===== src/rtl/if_fetch_unit.sv =====
// if_fetch_unit: instruction fetch stage. Owns the PC, issues one outstanding
// instruction-SRAM read at a time over a req/addr_ok/data_ok handshake, and
// hands {ce, pc} plus the fetched word to ID. Branch redirects from ID keep
// exactly one delay slot (the instruction already requested or in flight).
module if_fetch_unit #(
    parameter logic [31:0] RESET_PC = 32'hBFC0_0000,
    parameter logic [31:0] PC_STEP  = 32'd4
) (
    input  logic        clk,
    input  logic        rst,
    input  logic [1:0]  stall,
    input  logic [32:0] br_bus,
    output logic        inst_sram_req,
    output logic [31:0] inst_sram_addr,
    input  logic        inst_sram_addr_ok,
    input  logic        inst_sram_data_ok,
    input  logic [31:0] inst_sram_rdata,
    output logic [32:0] if_to_id_bus,
    output logic [31:0] if_inst
);

    localparam logic [1:0] S_REQ  = 2'd0;
    localparam logic [1:0] S_WAIT = 2'd1;
    localparam logic [1:0] S_HOLD = 2'd2;

    localparam logic STOP = 1'b1;

    logic [1:0]  state_q,       state_d;
    logic        started_q,     started_d;
    logic [31:0] fetch_pc_q,    fetch_pc_d;
    logic [31:0] req_pc_q,      req_pc_d;
    logic        redirect_v_q,  redirect_v_d;
    logic [31:0] redirect_pc_q, redirect_pc_d;
    logic        buf_v_q,       buf_v_d;
    logic [31:0] buf_inst_q,    buf_inst_d;
    logic [32:0] bus_q,         bus_d;
    logic [31:0] inst_q,        inst_d;

    logic        br_e;
    logic [31:0] br_addr;
    logic        redir_v;
    logic [31:0] redir_pc;
    logic        accept;
    logic        deliver;
    logic [31:0] deliver_inst;
    logic        take_redirect;

    // Request outputs: quiet during reset and until the first posedge after release.
    always_comb begin
        inst_sram_req  = started_q && (state_q == S_REQ) && (stall[0] != STOP);
        inst_sram_addr = started_q ? fetch_pc_q : '0;
    end

    // Next-state logic for the fetch FSM, PC tracking, redirect and ID output register.
    always_comb begin
        br_e     = br_bus[32];
        br_addr  = br_bus[31:0] & 32'hFFFF_FFFC;
        redir_v  = br_e | redirect_v_q;
        redir_pc = br_e ? br_addr : redirect_pc_q;
        accept   = inst_sram_req && inst_sram_addr_ok;

        state_d       = state_q;
        started_d     = 1'b1;
        fetch_pc_d    = fetch_pc_q;
        req_pc_d      = req_pc_q;
        redirect_v_d  = redir_v;
        redirect_pc_d = redir_pc;
        buf_v_d       = buf_v_q;
        buf_inst_d    = buf_inst_q;
        bus_d         = bus_q;
        inst_d        = inst_q;
        deliver       = 1'b0;
        deliver_inst  = '0;
        take_redirect = 1'b0;

        case (state_q)
            S_REQ: begin
                // The accepted address is the delay slot; a redirect pending or
                // arriving now steers the following fetch.
                if (accept) begin
                    req_pc_d     = fetch_pc_q;
                    fetch_pc_d   = redir_v ? redir_pc : fetch_pc_q + PC_STEP;
                    redirect_v_d = 1'b0;
                    state_d      = S_WAIT;
                end
            end
            S_WAIT: begin
                if (inst_sram_data_ok) begin
                    if (stall[1] != STOP) begin
                        deliver       = 1'b1;
                        deliver_inst  = inst_sram_rdata;
                        take_redirect = 1'b1;
                        state_d       = S_REQ;
                    end else begin
                        buf_v_d    = 1'b1;
                        buf_inst_d = inst_sram_rdata;
                        state_d    = S_HOLD;
                    end
                end
            end
            S_HOLD: begin
                if (buf_v_q && (stall[1] != STOP)) begin
                    deliver       = 1'b1;
                    deliver_inst  = buf_inst_q;
                    buf_v_d       = 1'b0;
                    take_redirect = 1'b1;
                    state_d       = S_REQ;
                end
            end
            default: state_d = S_REQ;
        endcase

        // fetch_pc already advanced past the in-flight delay slot, so a branch
        // seen while waiting simply replaces it before the next request.
        if (take_redirect && redir_v) begin
            fetch_pc_d   = redir_pc;
            redirect_v_d = 1'b0;
        end

        if (deliver) begin
            bus_d  = {1'b1, req_pc_q};
            inst_d = deliver_inst;
        end else if (stall[1] != STOP) begin
            bus_d = '0;
        end
    end

    // State registers with asynchronous active-low reset.
    always_ff @(posedge clk or negedge rst) begin
        if (!rst) begin
            state_q       <= S_REQ;
            started_q     <= 1'b0;
            fetch_pc_q    <= RESET_PC;
            req_pc_q      <= '0;
            redirect_v_q  <= 1'b0;
            redirect_pc_q <= '0;
            buf_v_q       <= 1'b0;
            buf_inst_q    <= '0;
            bus_q         <= '0;
            inst_q        <= '0;
        end else begin
            state_q       <= state_d;
            started_q     <= started_d;
            fetch_pc_q    <= fetch_pc_d;
            req_pc_q      <= req_pc_d;
            redirect_v_q  <= redirect_v_d;
            redirect_pc_q <= redirect_pc_d;
            buf_v_q       <= buf_v_d;
            buf_inst_q    <= buf_inst_d;
            bus_q         <= bus_d;
            inst_q        <= inst_d;
        end
    end

    assign if_to_id_bus = bus_q;
    assign if_inst      = inst_q;

endmodule


===== config.mk =====
export PLATFORM = sky130hd
export DESIGN_NAME = if_fetch_unit
export DESIGN_NICKNAME = d
export VERILOG_FILES = /design/src/rtl/if_fetch_unit.sv
export SDC_FILE = /design/constraint.sdc
export NUM_CORES = 1
export LEC_CHECK = 0
export CAP_MARGIN = 30
export CORE_ASPECT_RATIO = 0.75
export CORE_MARGIN = 4
export CORE_UTILIZATION = 54
export CTS_BUF_LIST = sky130_fd_sc_hd__clkbuf_8
export DETAILED_ROUTE_END_ITERATION = 7
export PLACE_DENSITY = 0.83
export REMOVE_ABC_BUFFERS = 1
export SETUP_SLACK_MARGIN = 0.2
export SLEW_MARGIN = 20
export SYNTH_ARGS = -nofsm -noshare
export SYNTH_HDL_FRONTEND = slang
export SYNTH_SLANG_ARGS = --single-unit

===== constraint.sdc =====
create_clock -name clk -period 2.4 [get_ports clk]
set_input_delay 0.48 -clock clk [delete_from_list [all_inputs] [get_ports clk]]
set_output_delay 0.48 -clock clk [all_outputs]
set_load 0.02 [all_outputs]

==> results.py, run 1 <==
metrics = {
    "grt": {
        "grt_overflow": 0,
        "grt_max_degree": 58,
        "grt_pass1_wl_um": 36000,
        "antenna_found_initial": 0,
        "grt_pass1_vias": 6642,
        "grtUsageTotal_pct": 24.8,
    },
    "sta": {
        "period_share_pct": 87.5,
        "slew_violations": 0,
        "final-hold-violation-count": 0,
        "rsz0062_at_grt": "yes",
        "holdWs_ns": 0.483,
        "finalSetupViolations": 0,
        "fin_skew_ns": 0.0185,
        "layout_min_cycle_time_ns": 2.10,
        "fin_tns_setup_ns": 0,
        "fmax_mhz": 476,
    },
    "yosys": {
        "synth_cells": 758,
        "synth_seq_cells": 198,
        "ys_seq_area_share_pct": 57.3,
        "async_flop_share_pct": 100,
        "synth_top_area_share_pct": 54.6,
        "synth_edf_count": 0,
        "synth.largest_area_cell": "dfrtp_1",
        "synth_flop_cell": "dfrtp_1",
        "ys_warn_count": 0,
        "syn_area_sq_um": 8660,
        "postSynthAreaPerCell_sq_um": 11.4,
        "ys_types": 60,
        "synth_area_leaders": "dfrtp_1, a22o_1, mux2_2, nand2_1, dfstp_2",
    },
    "cells_and_area": {
        "multi_input_area_sq_um": 3440,
        "n_antenna_cell": 0,
        "nets": 994,
        "drive_above_1_share_pct": 16.4,
        "design_area_sq_um": 11100,
        "stdcell_count": 1137,
        "area_delta_synth_final_pct": 27.6,
        "fillCellCount": 1152,
        "regArea_sq_um": 4970,
        "post-route-util_pct": 71.5,
    },
    "cts": {
        "root_buffer": "clkbuf_8",
        "cts.sinks": 198,
        "clk_latency_ns": 0.47,
        "htreeDepth": 4,
        "numCtsBuffers": 17,
        "post_cts_buffers": 0,
        "cts_tree": "built",
        "clkTransAtPathRegs_ns": 0.08,
        "clk_path_buf_depth": 2,
    },
    "run_status": {
        "status": "finished clean",
    },
    "place": {
        "globalplace.congestion": 0.869,
        "place_hpwl_um": 15400,
        "dp.cells": 1104,
        "postPlaceCellArea_sq_um": 10700,
        "io_buffers": 166,
    },
    "critical_path": {
        "crit_type": "flip-flop to primary output",
        "r2r_setup_slack_ns": 0.34,
        "cpMaxStageDelayCell": "dfrtp_1",
        "cpPeakStageDelay_ns": 0.41,
        "critPathLaunchType": "flip-flop",
        "cp.arrival_ns": 1.62,
        "cp_max_fo": 5,
        "crit_chain": "inv_1, ha_1, nand2_1, nor2_1, clkbuf_2",
        "cpLargestDelayFamily": "flip-flops",
        "path_buf_inv": 2,
        "cp.required_ns": 1.92,
        "endpoint_kind": "primary output",
    },
    "drt": {
        "via_per_inst": 5.87,
        "drc": 0,
        "wirelength_um": 22300,
        "avgRoutedWirePerCell_um": 19.6,
        "vias": 6670,
        "ant_nets": 0,
        "dr.pass1.iters": 5,
        "drt_iter0_drc": 654,
    },
    "floorplanning": {
        "io_pins": 169,
        "initial_core_util_pct": 56.0,
        "die_area_sq_um": 18200,
        "die_w_um": 154,
        "num_rows": 39,
        "die_h_um": 118,
        "core_area_sq_um": 15500,
    },
    "min_path": {
        "hold_path.class": "flip-flop to flip-flop",
    },
    "power": {
        "p_leak_nw": 4.97,
        "powerDensity_nw_per_um2": 1090,
        "vdd_drop_max_v": 0.000524,
    },
    "flow_run": {
        "max_cap_violations": 0,
    },
}
placed cells by master, fill, tap and decap left out, drive strengths merged, types with 3 or more instances in the layout:
master / count
dfrtp: 189
clkdlybuf4s50: 131
nand2: 119
a22o: 97
mux2: 63
and2: 34
dlygate4sd2: 30
buf: 30
nor2: 29
clkbuf: 23
a21oi: 21
nand3: 18
o21ai: 16
inv: 14
o22ai: 12
nor3: 12
dfstp: 9
a211oi: 6
nor2b: 5
and4: 4
o32ai: 4
or3: 4
ha: 4
a31oi: 4
nand2b: 3
nand4: 3
nor4: 3
o21a: 3
o22a: 3
a311oi: 3
o311ai: 3
clkinv: 3
worst register-to-register path, delay by kind of cell, from the launching register on:
kind,cells,cell delay [ns]
buffers and inverters,1,0.10
adder cells (fa/ha/maj),1,0.29
AO/OA/AOI/OAI,4,0.84
flip-flops,1,0.39
AND/OR/NAND/NOR,1,0.30
per-stage QoR:
| step | power [W] | setup WS, ns |
|---|---|---|
| floorplan | 0.00785 | -0.883 |
| global placement | 0.00977 | 0.0986 |
| detailed placement | 0.00996 | 0.0429 |
| CTS | 0.0121 | 0.160 |
| global route | 0.0127 | 0.189 |
| finish | 0.0121 | 0.300 |
cell families after synthesis:
logic type / share of synthesized area (%)
DFF: 57.3
adders and majority gates: 0.578
other: 0.0433
muxes: 8.42
buffers and inverters: 3.45
AOI/OAI and AO/OA: 16.7
and+or+nand+nor: 13.5
synthesized netlist by cell type, types with 4 or more instances:
library cell    n
dfrtp_1       189
and2_1         33
buf_2          23
nand3_1        17
a22o_1         97
mux2_2         63
o22ai_1        12
a21oi_1        21
nor3_1          9
or3_1           4
nor2b_1         5
and4_1          4
dfstp_2         9
o21ai_0        16
a211oi_1        5
clkbuf_1       23
ha_1            4
inv_1           9
o32ai_1         4
nor2_1         28
nand2_1       118
flip-flops by register name, indices dropped and copies added, names as in the netlist:
| signal | flops |
|---|---|
| fetch_pc_q | 32 |
| if_to_id_bus | 33 |
| redirect_v_q | 1 |
| buf_v_q | 1 |
| if_inst | 32 |
| redirect_pc_q | 32 |
| state_q | 2 |
| buf_inst_q | 32 |
| started_q | 1 |
| req_pc_q | 32 |
layout make-up:
type,count,area share [%]
Sequential cell,198,44.9
Clock inverter,11,1.09
Tap cell,205,2.32
Clock buffer,21,2.61
Multi-Input combinational cell,497,31.1
Timing Repair Buffer,196,17.6
Inverter,9,0.306
power by group:
part           switching, W  total, W  internal, W
Sequential         0.000887   0.00543      0.00454
Clock               0.00117   0.00221      0.00104
Combinational       0.00235   0.00441      0.00207
Total               0.00440    0.0121      0.00765
routing by layer:
metal | up-vias | part of all wire [%] | wire (um) | track usage (%)
li1 | 3063 | - | - | -
met1 | 3343 | 45 | 10100 | 36.7
met5 | - | 0 | 0 | 0
met3 | 28 | 6.7 | 1500 | 5.62
met2 | 236 | 46 | 10400 | 36.9
met4 | 0 | 1.5 | 337 | 7.06
timing repair:
action	CTS	global route
hold buffers	1	0
gates resized for setup	33	7
endpoints found under the setup margin	33	5
hold endpoints to repair	43	0
worst paths after layout:
kind / from / to / depth (start not counted)
max reg2reg: state_q[1]$_DFFE_PN0P_ / fetch_pc_q[18]$_DFFE_PN0P_ / 7
min: req_pc_q[27]$_DFFE_PN0P_ / req_pc_q[27]$_DFFE_PN0P_ / 2
max: state_q[0]$_DFFE_PN0P_ / inst_sram_req / 5
min in group asynchronous: rst / if_inst[18]$_DFFE_PN0N_ / 2
max in group asynchronous: rst / fetch_pc_q[25]$_DFFE_PN1P_ / 3
min reg2reg: req_pc_q[27]$_DFFE_PN0P_ / req_pc_q[27]$_DFFE_PN0P_ / 2
No activity file was read; power rests on OpenSTA's default activity.
==> run 2, diff against run 1 <==
--- a/config.mk
+++ b/config.mk
@@ -11,6 +11,7 @@
 export CORE_UTILIZATION = 54
 export CTS_BUF_LIST = sky130_fd_sc_hd__clkbuf_8
 export DETAILED_ROUTE_END_ITERATION = 7
+export MAX_ROUTING_LAYER = met4
 export PLACE_DENSITY = 0.83
 export REMOVE_ABC_BUFFERS = 1
 export SETUP_SLACK_MARGIN = 0.2
==> run 2 against run 1 <==
Compared with the run above: first-iteration DRC count up 0.92%; routed wire length up 0.32%; setup slack worse by 0.0056 ns; combinational power about the same; total power about the same; clock power about the same; final area unchanged; core utilization unchanged; global-route usage up 0.68 points; via count up 0.99%.
==> results.py, run 2 (synthesized netlist as in run 1, its figures left out) <==
metrics = {
    "run_status": {
        "status": "finished clean",
    },
    "drt": {
        "vias": 6736,
        "avgRoutedWirePerCell_um": 19.7,
        "drc": 0,
        "dr.pass1.iters": 6,
        "wirelength_um": 22400,
        "drt_iter0_drc": 660,
        "ant_nets": 0,
        "via_per_inst": 5.92,
    },
    "sta": {
        "finalSetupViolations": 0,
        "slew_violations": 0,
        "rsz0062_at_grt": "yes",
        "fin_skew_ns": 0.0199,
        "final-hold-violation-count": 0,
        "layout_min_cycle_time_ns": 2.11,
        "period_share_pct": 87.7,
        "worst_slew_pin_slew_ns": 0.507,
        "relSlewSlack_pct": 66.2,
        "fmax_mhz": 475,
        "fin_tns_setup_ns": 0,
        "holdWs_ns": 0.482,
    },
    "floorplanning": {
        "io_pins": 169,
        "die_h_um": 118,
        "initial_core_util_pct": 56.0,
        "die_w_um": 154,
        "num_rows": 39,
        "core_area_sq_um": 15500,
        "die_area_sq_um": 18200,
    },
    "cells_and_area": {
        "nets": 994,
        "drive_above_1_share_pct": 16.4,
        "n_antenna_cell": 0,
        "fillCellCount": 1152,
        "final_cell_mix": "dfrtp_1, clkdlybuf4s50_1, nand2_1",
        "largest_reg_flops": 33,
        "post-route-util_pct": 71.5,
        "area_delta_synth_final_pct": 27.6,
        "layout_commonest_cell": "dfrtp_1",
    },
    "power": {
        "vdd_drop_max_v": 0.000525,
        "design_power_total_w": 0.0121,
        "p_leak_nw": 4.97,
        "powerDensity_nw_per_um2": 1090,
    },
    "place": {
        "place_hpwl_um": 15400,
        "io_buffers": 166,
        "globalplace.congestion": 0.883,
    },
    "cts": {
        "htreeDepth": 4,
        "numCtsBuffers": 17,
        "clk_latency_ns": 0.47,
        "cts.sinks": 198,
        "root_buffer": "clkbuf_8",
        "cts_tree": "built",
        "clkTransAtPathRegs_ns": 0.08,
        "clk_path_buf_depth": 2,
    },
    "critical_path": {
        "cp.required_ns": 1.92,
        "endpoint_kind": "primary output",
        "critPathLaunchType": "flip-flop",
        "cp_max_fo": 5,
        "reg2reg_depth": 7,
        "cp.arrival_ns": 1.63,
        "crit_type": "flip-flop to primary output",
    },
    "grt": {
        "grt_pass1_vias": 6645,
        "grt_pass1_wl_um": 35900,
        "grt_max_degree": 58,
        "grtUsageTotal_pct": 25.5,
        "grt_overflow": 0,
        "antenna_found_initial": 0,
    },
    "flow_run": {
        "max_cap_violations": 0,
    },
    "min_path": {
        "hold_path.class": "flip-flop to flip-flop",
        "hold_path_depth": 2,
    },
}
-- run 2: final cells by class --
| class | count | area (sq um) | area share [%] |
|---|---|---|---|
| clock buffer | 21 | 289 | 2.61 |
| multi-input combinational | 497 | 3440 | 31.1 |
| inverter | 9 | 33.8 | 0.306 |
| clock inverter | 11 | 120 | 1.09 |
| timing repair buffer | 196 | 1950 | 17.6 |
| tap | 205 | 256 | 2.32 |
| sequential | 198 | 4970 | 44.9 |
-- run 2: power breakdown --
part           switching [W]  leakage (nW)  internal [W]
logic                0.00235          2.29       0.00207
clock network        0.00117         0.216       0.00104
registers           0.000885          2.46       0.00454
total                0.00441          4.97       0.00765
-- run 2: worst max-delay path, cell delays in order, from the launching register on --
cell and delay (ns):
dfrtp_1 0.41, inv_1 0.10, ha_1 0.30, nand2_1 0.08
nor2_1 0.08, clkbuf_2 0.20
-- run 2: timing repair --
| action | in CTS | in global routing |
|---|---|---|
| gates resized for setup | 33 | 7 |
| hold buffers | 1 | 0 |
| cloned | 0 | 0 |
| endpoints found under the setup margin | 33 | 5 |
| buffers inserted | 0 | 0 |
| pin swaps | 0 | 0 |
| hold endpoints to repair | 43 | 0 |
-- run 2: final timing paths --
check | slack (ns) | end | from
worst min-delay path | 0.48 | req_pc_q[27]$_DFFE_PN0P_ | req_pc_q[27]$_DFFE_PN0P_
min in group asynchronous | 0.54 | if_inst[18]$_DFFE_PN0N_ | rst
max in group asynchronous | 1.15 | fetch_pc_q[24]$_DFFE_PN1P_ | rst
worst max register to register | 0.35 | fetch_pc_q[18]$_DFFE_PN0P_ | state_q[1]$_DFFE_PN0P_
worst max-delay path | 0.29 | inst_sram_req | state_q[0]$_DFFE_PN0P_
worst min register to register | 0.48 | req_pc_q[27]$_DFFE_PN0P_ | req_pc_q[27]$_DFFE_PN0P_
-- run 2: per-layer routing --
metal | routed length, um | global-route usage (%) | vias to the layer above
li1 | - | - | 3061
met1 | 10100 | 36.8 | 3375
met2 | 10300 | 36.9 | 265
met3 | 1600 | 5.03 | 35
met4 | 388 | 7.56 | 0
met5 | 0 | - | -
-- run 2: through the flow --
stage | std cells | instance area [sq um] | setup slack, ns
floorplan | 704 | 8400 | -0.883
global placement | 1104 | 10700 | 0.0986
detailed placement | 1104 | 10700 | 0.0429
CTS | 1137 | 11000 | 0.160
global route | 1137 | 11100 | 0.192
finish | 1137 | 11100 | 0.295
